<file path="config.mk">
export PLATFORM = sky130hd
export DESIGN_NAME = bcd_counter_mod10
export DESIGN_NICKNAME = d
export VERILOG_FILES = /design/src/rtl/bcd_counter_mod10.sv
export SDC_FILE = /design/constraint.sdc
export NUM_CORES = 1
export LEC_CHECK = 0
export BUFFER_PORTS_ARGS = -buffer_cell sky130_fd_sc_hd__buf_2
export CORE_AREA = 2 2 39 41
export DETAILED_ROUTE_END_ITERATION = 7
export DIE_AREA = 0 0 41 43
export SYNTH_ARGS = -nofsm -noshare
export SYNTH_HDL_FRONTEND = slang
export SYNTH_SLANG_ARGS = --single-unit
</file>
<file path="constraint.sdc">
create_clock -name clk -period 1.1 [get_ports clk]
set_input_delay 0.055 -clock clk [delete_from_list [all_inputs] [get_ports clk]]
set_output_delay 0.055 -clock clk [all_outputs]
set_load 0.005 [all_outputs]
</file>
<file path="src/rtl/bcd_counter_mod10.sv">
// One decimal digit of a cascadable microwave-timer countdown.
// Loads saturate at 9 so the digit never leaves 0..9.
module bcd_counter_mod10 (
    input  logic       clk,
    input  logic       clrn,
    input  logic       loadn,
    input  logic       en,
    input  logic [3:0] data,
    output logic [3:0] out,
    output logic       tc,
    output logic       zero
);

    logic [3:0] cnt_q;
    logic [3:0] cnt_d;
    logic [3:0] load_val;
    logic       at_zero;

    assign at_zero  = (cnt_q == 4'd0);
    assign load_val = (data > 4'd9) ? 4'd9 : data;

    always_comb begin
        cnt_d = cnt_q;
        if (!loadn) begin
            cnt_d = load_val;
        end else if (en) begin
            cnt_d = at_zero ? 4'd9 : (cnt_q - 4'd1);
        end
    end

    always_ff @(posedge clk or negedge clrn) begin
        if (!clrn) begin
            cnt_q <= 4'd0;
        end else begin
            cnt_q <= cnt_d;
        end
    end

    // A pending load blocks the borrow; reset overrides the load gate.
    assign tc   = en && at_zero && (loadn || !clrn);
    assign zero = at_zero;
    assign out  = cnt_q;

endmodule

</file>
==> flow_metrics.env <==
export IMPL_die_x_um=41
export IMPL_slew_violations=0
export IMPL_timing_fmax_mhz=823.2
export IMPL_use_met2=0.2250
export IMPL_antenna_found_initial=0
export IMPL_synth_top_cells_by_area="dfrtp_1 39%, nor4b_4 9.3%, nand2b_4 5.4%"
export IMPL_place_congestion=0.7068
export IMPL_diodes=0
export IMPL_grt_max_degree=11
export IMPL_rsz0062_at_grt="yes"
export IMPL_drc=0
export IMPL_syn_avg_cell_area_um2=9.161
export IMPL_maxCapViolations=0
export IMPL_whs_endpoint="out[3]$_DFFE_PN0P_"
export IMPL_ant_nets=0
export IMPL_reg2regPathDepth=4
export IMPL_synth_seq_area_share=0.3902
export IMPL_slowest_stage="dfrtp_1"
export IMPL_grt_util_met1=0.1205
export IMPL_cts_root_buf="clkbuf_4"
export IMPL_wl_per_cell_um=12.27
export IMPL_synthCells=28
export IMPL_cts_sinks=4
export IMPL_start_util=0.1854
export IMPL_io_buffer_count=13
export IMPL_syn_area_um2=256.5
export IMPL_status="complete, but fails checks"
export IMPL_grt_pass1_wl_mm=1.455
export IMPL_yosysUniqueCellTypes=18
export IMPL_cts_tree="yes"
export IMPL_hp_start="data[3]"
export IMPL_io_pins=14
export IMPL_crit_buf_inv=2
export IMPL_hold_viol=0
export IMPL_wl_um=871
export IMPL_via_count=329
export IMPL_crit_reg2reg_launch="out[2]$_DFFE_PN0P_"
export IMPL_hpwl_um=580.2
export IMPL_end_kind="output port"
export IMPL_setup_ws_ns=-0.1148
export IMPL_instances_no_fill=71
export IMPL_cts_htree_levels=1
export IMPL_finClkSkew_ns=0.005481
export IMPL_yosys_warnings=0
export IMPL_insertion_delay_ns=0.24
export IMPL_max_stage_delay_ns=0.39
export IMPL_whs_path_depth=3
export IMPL_syn_nets=36
export IMPL_p_leak_nw=0.2403
export IMPL_r2r_setup_slack_ns=-0.09
export IMPL_peakVddDrop_mv=0.2973
export IMPL_num_nets_final=65
export IMPL_cellPowerDensity_mw_per_mm2=1162
export IMPL_timing_rr_end="out[3]$_DFFE_PN0P_"
export IMPL_holdCritPathClass="input pin to flop"
export IMPL_power_total_mw=0.5988
export IMPL_grt_pass1_vias=347
export IMPL_dp_slack_ns=-0.04577
export IMPL_cp_required_ns=1.04
export IMPL_via_per_inst=4.634
export IMPL_num_fill_cells=152
export IMPL_start_kind="flop"
export IMPL_final_cell_mix="12 x buf_2, 7 x buf_6, 5 x buf_4"
export IMPL_clockBufferDepth=2
export IMPL_core_area_mm2=0.001384
export IMPL_top_usage_layer="met2"
export IMPL_synth_top_cell_area_share=0.3902
export IMPL_synth_seq_cells=4
export IMPL_final_period_utilization=1.104
export IMPL_grt_overflow=0
export IMPL_crit_type="flop to output port"
export IMPL_crit_family="flip-flops"
export IMPL_cp_max_fo=2
export IMPL_dieArea_mm2=0.001763
export IMPL_area_growth_pct=101.0
export IMPL_cts_inserted_buffers=3
export IMPL_gr_usage_met3=0.03141
export IMPL_drive_above_1_share=0.6545
export IMPL_final_util=0.3725
export IMPL_violations="setup timing"
export IMPL_period_minus_slack_ns=1.215
export IMPL_rows=14
export IMPL_track_usage=0.1280
export IMPL_clk_pin_slew_ns=0.04
export IMPL_final_common_cell="buf_2"
export IMPL_slew_headroom=0.8413
export IMPL_post_synth_top_area_cell="dfrtp_1"
export IMPL_dp_cells=62
export IMPL_finalSetupViolCount=5
export IMPL_die_y_um=43
export IMPL_drt_iter0_drc=1
export IMPL_arrival_ns=1.16
export IMPL_crit_chain="buf_6 -> nor4_4 -> buf_2"
export IMPL_drt_pass1_iterations=4
export IMPL_tightest_slew_ns=0.2370
export IMPL_hold_ws_ns=0.1162
export IMPL_largest_reg_flops=4
how the worst max path moves through the flow:
| stage | start | end | slack (ns) | depth (start not counted) |
|---|---|---|---|---|
| after floorplan | out[0]$_DFFE_PN0P_ | out[1]$_DFFE_PN0P_ | -0.01 | 3 |
| after global placement | out[1]$_DFFE_PN0P_ | zero | -0.03 | 3 |
| after CTS | out[0]$_DFFE_PN0P_ | zero | -0.11 | 3 |
| after global routing | out[2]$_DFFE_PN0P_ | out[3]$_DFFE_PN0P_ | -0.18 | 4 |
| after detailed placement | out[0]$_DFFE_PN0P_ | out[1]$_DFFE_PN0P_ | -0.05 | 3 |
| final | out[3]$_DFFE_PN0P_ | zero | -0.11 | 3 |
power by group:
part           internal (mW)  leakage, nW  switching [mW]
logic                  0.133        0.183          0.0935
clock network          0.122       0.0138          0.0630
registers              0.167       0.0439          0.0203
per-stage QoR:
step	setup TNS (ns)	cell area [um^2]
4_1_cts	-0.4073	489.2
5_1_grt	-0.7337	515.5
3_3_place_gp	-0.06440	382.9
2_1_floorplan	-0.01528	256.5
3_5_place_dp	-0.09800	382.9
6_report	-0.4119	515.5
what timing repair did:
action / in CTS / in global routing
gates cloned: 0 / 0
setup endpoints to repair: 4 / 7
pin swaps: 6 / 5
buffers inserted: 5 / 0
hold endpoints to repair: 4 / 0
resized for setup: 9 / 7
hold buffers: 1 / 0
cell families (layout without fill, tap and decap cells):
kind of cell	count (synthesis)	in the layout	synth area share
AOI/OAI and AO/OA	8	8	0.1903
DFF	4	4	0.3903
and+or+nand+nor	12	12	0.3415
xor gates and xnor gates	1	1	0.03415
buffers and inverters	3	30	0.04390
cell usage after synthesis, drive strengths merged:
library cell	instances
o21ai	2
nand2	2
nor4	1
nor2	3
dfrtp	4
nor3	1
clkbuf	1
a32oi	1
a21oi	2
nor4b	1
xnor2	1
nor3b	1
or3	1
inv	2
nand2b	2
o211ai	1
a31oi	2
routing by layer:
layer,routed length [um],share of wire
met5,0,0
met4,9,0.010
met3,57,0.065
met2,523,0.60
met1,281,0.32
layout make-up:
cell class,instances,area (um^2),area share
repair buffers,25,186.4,0.3617
multi-input cells,21,175.2,0.3398
flip-flops and latches,4,103.9,0.2015
clock buffers,3,22.52,0.04369
well taps,16,20.02,0.03883
inverters,2,7.507,0.01456
worst min-delay path, cell delays in order:
cell and delay (ns):
buf_2 0.12, nor2_1 0.10, a21oi_1 0.04
(Power assumes the default switching activity.)
